<file path="src/rtl/l1_arb_pkg.sv">
// Shared defaults and types for the L1 cacheline-request arbiter.
// Latency: n/a (types and constants only).
// Backpressure: n/a.
package l1_arb_pkg;

  localparam int NSTREAMS  = 8;
  localparam int MAX_OUT   = 16;
  localparam int SID_WIDTH = $clog2(NSTREAMS);

  typedef logic [SID_WIDTH-1:0] sid_t;

endpackage

</file>
<file path="src/rtl/l1_clreq_arb_if.sv">
// Stream-side request/response bundle plus the L2 request/response channel.
// Latency: n/a (wires only).
// Backpressure: i_req_r toward streams, o_req_r from L2; responses are never stalled.
interface l1_clreq_arb_if
  import l1_arb_pkg::*;
#(
  parameter int nstreams  = NSTREAMS,
  parameter int sid_width = $clog2(nstreams)
);

  logic [nstreams-1:0]  i_req_v;
  logic [nstreams-1:0]  i_req_r;
  logic                 o_req_v;
  logic                 o_req_r;
  logic [sid_width-1:0] o_req_sid;
  logic                 i_rsp_v;
  logic [sid_width-1:0] i_rsp_sid;
  logic [nstreams-1:0]  o_rsp_v;

  // Arbiter side.
  modport slave (
    input  i_req_v,
    output i_req_r,
    output o_req_v,
    input  o_req_r,
    output o_req_sid,
    input  i_rsp_v,
    input  i_rsp_sid,
    output o_rsp_v
  );

  // Streams plus L2 side.
  modport master (
    output i_req_v,
    input  i_req_r,
    input  o_req_v,
    output o_req_r,
    input  o_req_sid,
    output i_rsp_v,
    output i_rsp_sid,
    input  o_rsp_v
  );

endinterface

</file>
<file path="src/rtl/l1_rr_arb.sv">
// Combinational round-robin picker: first requester at or after ptr_i wins.
// Latency: 0 cycles (pure logic; the pointer register lives in the parent).
// Backpressure: en_i low forces an all-zero grant; win_o is still reported.
module l1_rr_arb #(
  parameter int nstreams  = 8,
  parameter int sid_width = $clog2(nstreams)
) (
  input  logic [nstreams-1:0]  req_i,
  input  logic [sid_width-1:0] ptr_i,
  input  logic                 en_i,
  output logic [nstreams-1:0]  gnt_o,
  output logic [sid_width-1:0] win_o
);

  logic                 found;
  logic [sid_width-1:0] idx_s;
  int                   idx;

  // Scan ptr, ptr+1, ... with a single wrap; the first set request wins.
  always_comb begin
    found = 1'b0;
    win_o = '0;
    idx   = 0;
    idx_s = '0;
    for (int k = 0; k < nstreams; k++) begin
      idx = int'(ptr_i) + k;
      if (idx >= nstreams) idx = idx - nstreams;
      idx_s = sid_width'(idx);
      if (!found && req_i[idx_s]) begin
        found = 1'b1;
        win_o = idx_s;
      end
    end
  end

  // Only the winner is granted, and only when the parent can take a request.
  always_comb begin
    gnt_o = '0;
    if (en_i && found) gnt_o[win_o] = 1'b1;
  end

endmodule

</file>
<file path="src/rtl/l1_clreq_arb.sv">
// Shares one L2 cacheline-request channel among L1 streams, routes responses back by sid.
// Latency: 1 cycle grant->o_req_v, 1 cycle i_rsp_v->o_rsp_v.
// Backpressure: grants stop while the output stage is stalled or all max_out credits are used.
module l1_clreq_arb
  import l1_arb_pkg::*;
#(
  parameter int nstreams  = NSTREAMS,
  parameter int max_out   = MAX_OUT,
  parameter int sid_width = $clog2(nstreams),
  parameter int cnt_width = $clog2(max_out + 1)
) (
  input  logic                 clk,
  input  logic                 reset,
  l1_clreq_arb_if.slave        bus,
  output logic [cnt_width-1:0] o_out_cnt,
  output logic                 o_idle
);

  localparam logic [sid_width-1:0] LAST_SID = sid_width'(nstreams - 1);
  localparam logic [sid_width-1:0] SID_ONE  = sid_width'(1);
  localparam logic [cnt_width-1:0] MAX_CNT  = cnt_width'(max_out);
  localparam logic [cnt_width-1:0] CNT_ONE  = cnt_width'(1);

  logic                 req_v_q,   req_v_d;
  logic [sid_width-1:0] req_sid_q, req_sid_d;
  logic [sid_width-1:0] rr_ptr_q,  rr_ptr_d;
  logic [cnt_width-1:0] cnt_q,     cnt_d;
  logic [nstreams-1:0]  rsp_v_q,   rsp_v_d;

  logic [nstreams-1:0]  gnt;
  logic [sid_width-1:0] win;
  logic                 stage_ld;
  logic                 credit_ok;
  logic                 g_en;
  logic                 grant;

  // The stage accepts a new request when empty or draining this cycle. Gating
  // with reset keeps i_req_r at zero while the block is held in reset.
  assign stage_ld  = ~req_v_q | bus.o_req_r;
  assign credit_ok = (cnt_q < MAX_CNT);
  assign g_en      = reset & stage_ld & credit_ok;

  l1_rr_arb #(
    .nstreams  (nstreams),
    .sid_width (sid_width)
  ) u_rr_arb (
    .req_i (bus.i_req_v),
    .ptr_i (rr_ptr_q),
    .en_i  (g_en),
    .gnt_o (gnt),
    .win_o (win)
  );

  assign grant       = |gnt;
  assign bus.i_req_r = gnt;

  // Output stage load/drain and round-robin pointer advance past the winner.
  always_comb begin
    req_v_d   = req_v_q;
    req_sid_d = req_sid_q;
    rr_ptr_d  = rr_ptr_q;
    if (grant) begin
      req_v_d   = 1'b1;
      req_sid_d = win;
      rr_ptr_d  = (win == LAST_SID) ? '0 : win + SID_ONE;
    end else if (bus.o_req_r) begin
      req_v_d   = 1'b0;
    end
  end

  // Outstanding count: +1 per grant, -1 per response, floor at zero so a
  // stray response cannot wrap the counter and lock out all streams.
  always_comb begin
    cnt_d = cnt_q;
    if (grant && !bus.i_rsp_v) begin
      cnt_d = cnt_q + CNT_ONE;
    end else if (!grant && bus.i_rsp_v && (cnt_q != '0)) begin
      cnt_d = cnt_q - CNT_ONE;
    end
  end

  // One-hot decode of the returning response to its owning stream.
  always_comb begin
    rsp_v_d = '0;
    if (bus.i_rsp_v) rsp_v_d[bus.i_rsp_sid] = 1'b1;
  end

  // State registers; reset drops any in-flight bookkeeping immediately.
  always_ff @(posedge clk or negedge reset) begin
    if (!reset) begin
      req_v_q   <= 1'b0;
      req_sid_q <= '0;
      rr_ptr_q  <= '0;
      cnt_q     <= '0;
      rsp_v_q   <= '0;
    end else begin
      req_v_q   <= req_v_d;
      req_sid_q <= req_sid_d;
      rr_ptr_q  <= rr_ptr_d;
      cnt_q     <= cnt_d;
      rsp_v_q   <= rsp_v_d;
    end
  end

  assign bus.o_req_v   = req_v_q;
  assign bus.o_req_sid = req_sid_q;
  assign bus.o_rsp_v   = rsp_v_q;
  assign o_out_cnt     = cnt_q;
  assign o_idle        = (cnt_q == '0) & ~req_v_q;

endmodule

</file>
<file path="src/flat_wrapper.sv">
// flat-port wrapper written by rule: the top's interface ports become plain ports
module l1_clreq_arb_flat import l1_arb_pkg::*;
#(
  parameter int nstreams  = NSTREAMS,
  parameter int max_out   = MAX_OUT,
  parameter int sid_width = $clog2(nstreams),
  parameter int cnt_width = $clog2(max_out + 1)
)
  (clk, reset, o_out_cnt, o_idle, bus_i_req_v, bus_i_req_r, bus_o_req_v, bus_o_req_r, bus_o_req_sid, bus_i_rsp_v, bus_i_rsp_sid, bus_o_rsp_v);
  l1_clreq_arb_if #(.nstreams(nstreams), .sid_width(sid_width)) bus_i ();
  input  logic clk;
  input  logic reset;
  output logic [cnt_width-1:0] o_out_cnt;
  output logic o_idle;
  input wire logic [$bits(bus_i.i_req_v)-1:0] bus_i_req_v;
  output wire logic [$bits(bus_i.i_req_r)-1:0] bus_i_req_r;
  output wire logic [$bits(bus_i.o_req_v)-1:0] bus_o_req_v;
  input wire logic [$bits(bus_i.o_req_r)-1:0] bus_o_req_r;
  output wire logic [$bits(bus_i.o_req_sid)-1:0] bus_o_req_sid;
  input wire logic [$bits(bus_i.i_rsp_v)-1:0] bus_i_rsp_v;
  input wire logic [$bits(bus_i.i_rsp_sid)-1:0] bus_i_rsp_sid;
  output wire logic [$bits(bus_i.o_rsp_v)-1:0] bus_o_rsp_v;
  assign bus_i.i_req_v = bus_i_req_v;
  assign bus_i_req_r = bus_i.i_req_r;
  assign bus_o_req_v = bus_i.o_req_v;
  assign bus_i.o_req_r = bus_o_req_r;
  assign bus_o_req_sid = bus_i.o_req_sid;
  assign bus_i.i_rsp_v = bus_i_rsp_v;
  assign bus_i.i_rsp_sid = bus_i_rsp_sid;
  assign bus_o_rsp_v = bus_i.o_rsp_v;
  l1_clreq_arb #(.nstreams(nstreams), .max_out(max_out), .sid_width(sid_width), .cnt_width(cnt_width)) u_core (.clk(clk), .reset(reset), .bus(bus_i), .o_out_cnt(o_out_cnt), .o_idle(o_idle));
endmodule
</file>
<file path="config.mk">
export PLATFORM = sky130hd
export DESIGN_NAME = l1_clreq_arb_flat
export DESIGN_NICKNAME = d
export VERILOG_FILES = /design/src/rtl/l1_arb_pkg.sv /design/src/rtl/l1_clreq_arb_if.sv /design/src/rtl/l1_rr_arb.sv /design/src/rtl/l1_clreq_arb.sv /design/src/flat_wrapper.sv
export SDC_FILE = /design/constraint.sdc
export NUM_CORES = 1
export LEC_CHECK = 0
export BUFFER_PORTS_ARGS = -buffer_cell sky130_fd_sc_hd__buf_2
export CORE_UTILIZATION = 55
export CTS_CLUSTER_SIZE = 20
export DETAILED_ROUTE_END_ITERATION = 16
export PLACE_DENSITY = 0.8
export SETUP_SLACK_MARGIN = 0.1
export SYNTH_ARGS = -nofsm -noshare
export SYNTH_HDL_FRONTEND = slang
export SYNTH_HIERARCHICAL = 1
export SYNTH_SLANG_ARGS = --single-unit
export TNS_END_PERCENT = 100
</file>
<file path="constraint.sdc">
create_clock -name clk -period 5.7 [get_ports clk]
set_clock_uncertainty 0.2 [all_clocks]
set_input_delay 0.285 -clock clk [delete_from_list [all_inputs] [get_ports clk]]
set_output_delay 0.285 -clock clk [all_outputs]
set_load 0.02 [all_outputs]
</file>
== Word-level counts from Yosys, hierarchy flattened ==
Cells that the tools add are included.
W data, S select, Z words.

* Magnitude comparators: 21
* Bitwise logic cells: 5
* Divide/modulo/power cells: 0
* Equality and inequality tests: 1
* Add/sub/neg operators: 18
* Multiplexer cells: 51
* Multiply operators: 0
* Shift-type cells: 0
* Reduce and logical (&&, ||, !) cells: 27

{| class="wikitable"
|+ Operators with widths
! cell !! number
|-
| $mux W3 || 17
|-
| $lt A3 B4 Y1 const B || 10
|-
| $ge A4 B4 Y1 const B || 7
|-
| $bmux W1 S3 || 8
|-
| $sub A3 B1 Y3 const B || 8
|-
| $mux W1 || 20
|-
| $add A3 B3 Y4 const B || 4
|-
| $mux W8 || 2
|-
| $logic_and A1 B1 Y1 || 13
|-
| $mux W5 || 2
|-
| $logic_not A1 Y1 || 9
|-
| $add A3 B2 Y4 const B || 2
|-
| $reduce_or A8 Y1 || 1
|-
| $demux W1 S3 || 2
|-
| $ge A3 B1 Y1 const B || 2
|-
| $add A5 B1 Y5 const B || 1
|-
| $logic_not A5 Y1 || 1
|-
| $lt A5 B5 Y1 const B || 1
|-
| $reduce_bool A5 Y1 || 1
|-
| $sub A5 B1 Y5 const B || 1
|-
| $add A3 B1 Y4 const B || 1
|-
| $ge A3 B4 Y1 const B || 1
|-
| $reduce_bool A2 Y1 || 2
|-
| $add A3 B1 Y3 const B || 1
|-
| 4 further kinds || 6
|}

* Memory bits (writable): 0
* Memories kept: 0
* Word-level logic and storage cells: 128
* Register bits: 20
* Output and inout port bits: 26
* Bits in read-only memories: 0
* Input bits: 15
* Bits in latches: 0

== Longest topological paths before layout ==
* Depth in word-level cells: 37
* Gate-level depth with buffers: 20
* Depth with buffers taken out: 16

== Modules after synthesis ==
The synthesis kept the hierarchy.

{| class="wikitable"
|+ By module, submodules not included
! module !! seq. area each (µm²) !! cells each !! area each (µm²) !! instances
|-
| l1_rr_arb || 0.0 || 107 || 1113.6 || 1
|-
| l1_clreq_arb || 500.5 || 88 || 950.9 || 1
|}

== Worst setup path after synthesis ==
OpenSTA, ideal clock, no wires.

* Path type: register to register
* Start point: reg u_core.rr_ptr_q[0]
* End point: reg u_core.cnt_q[3], in the netlist u_core/o_out_cnt[3]
* Setup time: 128 ps
* Path slack: 439 ps
* Path buffers: 4
* Cell stages (with the launch flop): 21
* Required time: 5372 ps
* Clock period less this slack: 5261 ps
* Data arrival time: 4934 ps
* Cell sequence: dfrtp_1 buf_6 clkbuf_1 inv_1 ha_1 buf_6 buf_8 mux2_4 mux4_2 a21oi_2 o21ai_2 a211oi_4 inv_2 a211oi_1 nor4_2 a21o_1 ha_1 a21oi_1 nand2_1 xor2_1 mux2_1

* Word-level cells in the longest chain between the ends: 36
* Elaborated cells between the ends (all ways): 91
* Those cells by class: 15 x add/sub; 10 x order compare; 44 x mux; 22 x reduce/logical

{| class="wikitable"
|+ RTL lines
! item !! RTL line !! RTL
|-
| from (decl) || l1_clreq_arb.sv:26 || <nowiki>logic [sid_width-1:0] rr_ptr_q, rr_ptr_d;</nowiki>
|-
| from (signal assigned) || l1_clreq_arb.sv:99 || <nowiki>rr_ptr_q <= rr_ptr_d;</nowiki>
|-
| branches (longest 25 deep; another with $add A3 B1 Y4) || - ||
|-
| $mux W3 * || l1_rr_arb.sv:29 || <nowiki>if (!found && req_i[idx_s]) begin</nowiki>
|-
| via u_core.win[0] || l1_clreq_arb.sv:31 || <nowiki>logic [sid_width-1:0] win;</nowiki>
|-
| $lt A3 B4 Y1 (implied by the code) or $ge A3 B1 Y1 (tied branches) || l1_rr_arb.sv:39 || <nowiki>if (en_i && found) gnt_o[win_o] = 1'b1;</nowiki>
|-
| $logic_and A1 B1 Y1 (implied by the code) || l1_rr_arb.sv:39 ||
|-
| $mux W1 (implied by the code) || l1_rr_arb.sv:39 ||
|-
| $demux W1 S3 * || l1_rr_arb.sv:39 ||
|-
| $mux W8 * || l1_rr_arb.sv:39 ||
|-
| via bus_i_req_r[0] || flat_wrapper.sv:16 || <nowiki>output wire logic [$bits(bus_i.i_req_r)-1:0] bus_i_req_r;</nowiki>
|-
| $reduce_or A8 Y1 * || l1_clreq_arb.sv:54 || <nowiki>assign grant = |gnt;</nowiki>
|-
| $logic_not A1 Y1 || l1_clreq_arb.sv:77 || <nowiki>end else if (!grant && bus.i_rsp_v && (cnt_q != '0)) begin</nowiki>
|-
| $logic_and A1 B1 Y1 (2 in series) || l1_clreq_arb.sv:77 ||
|-
| $reduce_bool A2 Y1 (no source line) || - ||
|-
| to (signal assigned) || l1_clreq_arb.sv:100 || <nowiki>cnt_q <= cnt_d;</nowiki>
|-
| to (decl) || l1_clreq_arb.sv:27 || <nowiki>logic [cnt_width-1:0] cnt_q, cnt_d;</nowiki>
|}

Mark *: on every way through the listed nets, which the timed path passes. The select of a mux whose other input is x is not followed.
A chain may end at the register's enable or synchronous reset.

== Worst setup path after layout ==
* Start point: reg u_core.rr_ptr_q[1]
* End point: reg u_core.cnt_q[4], in the netlist u_core/o_out_cnt[4]

* Word-level cells in the longest chain between the ends: 36
* Elaborated cells between the ends (all ways): 91
* Those cells by class: 15 x add/sub; 10 x order compare; 44 x mux; 22 x reduce/logical

{| class="wikitable"
|+ RTL lines
! item !! RTL line
|-
| branches (longest 25 deep; another with $add A3 B1 Y4) || -
|-
| $mux W3 * || l1_rr_arb.sv:29
|-
| via u_core.win[0] || l1_clreq_arb.sv:31
|-
| $lt A3 B4 Y1 (implied by the code) or $ge A3 B1 Y1 (tied branches) || l1_rr_arb.sv:39
|-
| $logic_and A1 B1 Y1 (implied by the code) || l1_rr_arb.sv:39
|-
| $mux W1 (implied by the code) || l1_rr_arb.sv:39
|-
| $demux W1 S3 * || l1_rr_arb.sv:39
|-
| $mux W8 * || l1_rr_arb.sv:39
|-
| $reduce_or A8 Y1 * || l1_clreq_arb.sv:54
|-
| $logic_not A1 Y1 || l1_clreq_arb.sv:77
|-
| $logic_and A1 B1 Y1 (2 in series) || l1_clreq_arb.sv:77
|-
| $reduce_bool A2 Y1 (no source line) || -
|}

Marked as above.

==> impl_metrics.toml <==
[outcome]
outcome = "complete, no violations"

[clocking]
insertion_delay_ns = 0.26
postCtsSetupRepairBufs = 0
cts_tree = "done"
cts-resized-gates = 0
htree_levels = 1
path_clk_slew_ns = 0.08
root_buffer = "clkbuf_8"
clock-sinks = 20
cts_inserted_buffers = 3
hold_buffers = 1
clk_path_buf_depth = 2

[global_routing]
grt_max_degree = 22
grt-ovfl-total = 0
grt_pass1_vias = 1600
grt.total_usage = 0.2465
antenna_found_initial = 0
grt_pass1_wl_um = 7769

[timing]
setup_viol = 0
holdWs_ns = 0.03675
tightestPinTransition_ns = 0.6917
finalSetupTns_ns = 0
max_freq_ghz = 0.1949
finalHoldViolCount = 0
period_minus_slack_ns = 5.132
fin_crit_sh = 0.9004
rsz0062_at_grt = "no"
slew-limit-headroom = 0.5389
slew_violations = 0

[worst_setup_path]
crit_arrival_ns = 5.12
cp_slowest_stage_delay_ns = 0.74
crit_buf_inv = 3
cp_slowest_cell = "ha_1"
cp_max_fo = 16
crit_path_frequent_cell = "inv_1"
end_kind = "flop"
start_kind = "flop"
worstPathCellList = "inv_1 > ha_1 > mux2_1 > mux4_2 > a21oi_2 > o21ai_2 > a211oi_4 > inv_2 > and4_1 > nor4_2 > a21o_1 > inv_1 > fa_1 > o21ai_0 > mux2i_1 > xor2_1"
critPathTopFamily = "multiplexers"
required_ns = 5.69
critPathKind = "flop to flop"

[routing]
vias = 1718
viasPerCell = 6.114
first_pass_iters = 4
dr.max_layer_used = "met4"
wl_met3_um = 243
drt.antenna.violating_nets = 0
met2_length_um = 2146
avgRoutedWirePerCell_um = 16.15
wl_um = 4538
initialDrtViolationCount = 86
drt-met1-wl_um = 2124
route.detailed.drc = 0

[floorplan]
fp.dieW_um = 63.27
start_util = 0.5952
die-area_um2 = 4002
rows = 21
core_um2 = 3468
ioPinCount = 41
die_y_um = 63.27

[synthesis]
syn_nets = 219
syn_area_um2 = 2064
ys_dominant_reg_cell = "dfrtp_1"
ys_types = 62
yosys_warnings = 6
syn_inst = 195
synth-edff-count = 0
yosys_register_bits = 20
synth.avg_cell_area_um2 = 10.59
seq_area_frac_synth = 0.2424
synthArstFlopShare = 1.000

[placement]
dp.cells = 276
routabilityCongestion = 0.9193
io_buffers = 40
dpl_cell_area_um2 = 2276
dp_hpwl_um = 3596

[layout]
fillers = 295
regArea_um2 = 500.5
final_area_um2 = 2357
multiInputGateArea_um2 = 1465
diodes = 0
final_nets = 260
synthToLayoutAreaGrowth_pct = 14.18
drive_gt1_frac = 0.3532
fin_cells = 281

[run]
cap_violations = 0

[worst_hold_path]
hold_path.class = "input pin to flop"
[cell usage after synthesis, drive strengths merged (2+ instances only)]
cell type  instances  share of area
or4                3          0.013
o2111ai            2          0.012
and4               5          0.022
o22ai              2         0.0061
nor2b              2         0.0061
nor3               4         0.0097
nor3b              2         0.0073
and2               2         0.0061
inv               10          0.018
a21oi              5          0.014
buf                6          0.028
nor2              13          0.024
nand2b             4          0.012
ha                 8          0.048
a211oi             5          0.024
xnor2              4          0.017
nand2             24          0.045
nand3              3         0.0073
a221oi             2         0.0085
o211ai             3          0.011
mux2              13          0.075
mux2i             11          0.063
dfrtp             20           0.24
mux4              14           0.16
xor2               5          0.028
o21ai              4          0.012
nor4               2          0.012
[cell families (layout without fill, tap and decap cells)]
| group | Yosys count | after routing | synth area share |
|---|---|---|---|
| compound gates | 32 | 32 | 0.1273 |
| simple gates | 70 | 70 | 0.1848 |
| fa+ha+maj | 9 | 9 | 0.05818 |
| mux | 38 | 38 | 0.2939 |
| xor+xnor | 9 | 9 | 0.04545 |
| buf+inv | 17 | 57 | 0.04787 |
| flops | 20 | 20 | 0.2424 |
[layout by cell type, fill, tap and decap left out, drive strengths merged, types with 3 or more instances in the layout]
| cell type | Yosys | routed |
|---|---|---|
| buf | 6 | 42 |
| nand2 | 24 | 24 |
| dfrtp | 20 | 20 |
| mux4 | 14 | 14 |
| nor2 | 13 | 13 |
| mux2 | 13 | 13 |
| mux2i | 11 | 11 |
| inv | 10 | 10 |
| ha | 8 | 8 |
| a21oi | 5 | 5 |
| and4 | 5 | 5 |
| a211oi | 5 | 5 |
| xor2 | 5 | 5 |
| nand2b | 4 | 4 |
| nor3 | 4 | 4 |
| xnor2 | 4 | 4 |
| o21ai | 4 | 4 |
| clkbuf | 1 | 3 |
| nand3 | 3 | 3 |
| o211ai | 3 | 3 |
| or4 | 3 | 3 |
[layout make-up]
class                   instances  area share
clock buffers                   3     0.01752
clock inverters                 1     0.01274
inverters                      10     0.01592
multi-input cells             158      0.6216
flip-flops and latches         20      0.2123
well taps                      46     0.02442
repair buffers                 43     0.09554
[worst register-to-register path, stage by stage, from the launching register on]
cell and delay (ns):
dfrtp_1 0.35, inv_1 0.08, ha_1 0.74, mux2_1 0.41, mux4_2 0.52, a21oi_2 0.14
o21ai_2 0.08, a211oi_4 0.35, inv_2 0.13, and4_1 0.24, nor4_2 0.35, a21o_1 0.33
inv_1 0.10, fa_1 0.40, o21ai_0 0.23, mux2i_1 0.25, xor2_1 0.17
[per-layer routing]
metal,global-route usage,vias up
met5,0,-
met4,0.03409,0
met3,0.03442,5
met2,0.3911,66
met1,0.3657,824
li1,-,823
[stage by stage]
stage	setup WS [ns]	util
after CTS	0.5877	0.6797
after global routing	0.2072	0.6797
after detailed placement	0.6099	0.6562
after floorplan	0.4385	-
after global placement	0.7080	0.6562
final	0.5680	0.6797
[registers in the layout, summed over array words and instances (netlist names)]
register and cells:
u_core/rr_ptr_q 3, u_core/o_out_cnt 5, u_core/bus.o_req_v 1, u_core/bus.o_rsp_v 8
u_core/bus.o_req_sid 3
[worst paths after layout]
check,from,slack (ns),depth (start not counted),end
max reg2reg,u_core/rr_ptr_q[1],0.57,16,u_core/o_out_cnt[4]
min reg2reg,u_core/bus.o_req_sid[0],0.28,2,u_core/bus.o_req_sid[0]
min in group asynchronous,reset,0.30,2,u_core/o_out_cnt[1]
max,u_core/rr_ptr_q[1],0.57,16,u_core/o_out_cnt[4]
min,bus_i_rsp_sid[1],0.04,2,u_core/bus.o_rsp_v[0]
max in group asynchronous,reset,4.67,2,u_core/bus.o_rsp_v[1]
Power is left out: the tool's default activity adds up to more than one toggle a clock period on the data nets, which glitch-free logic cannot reach.
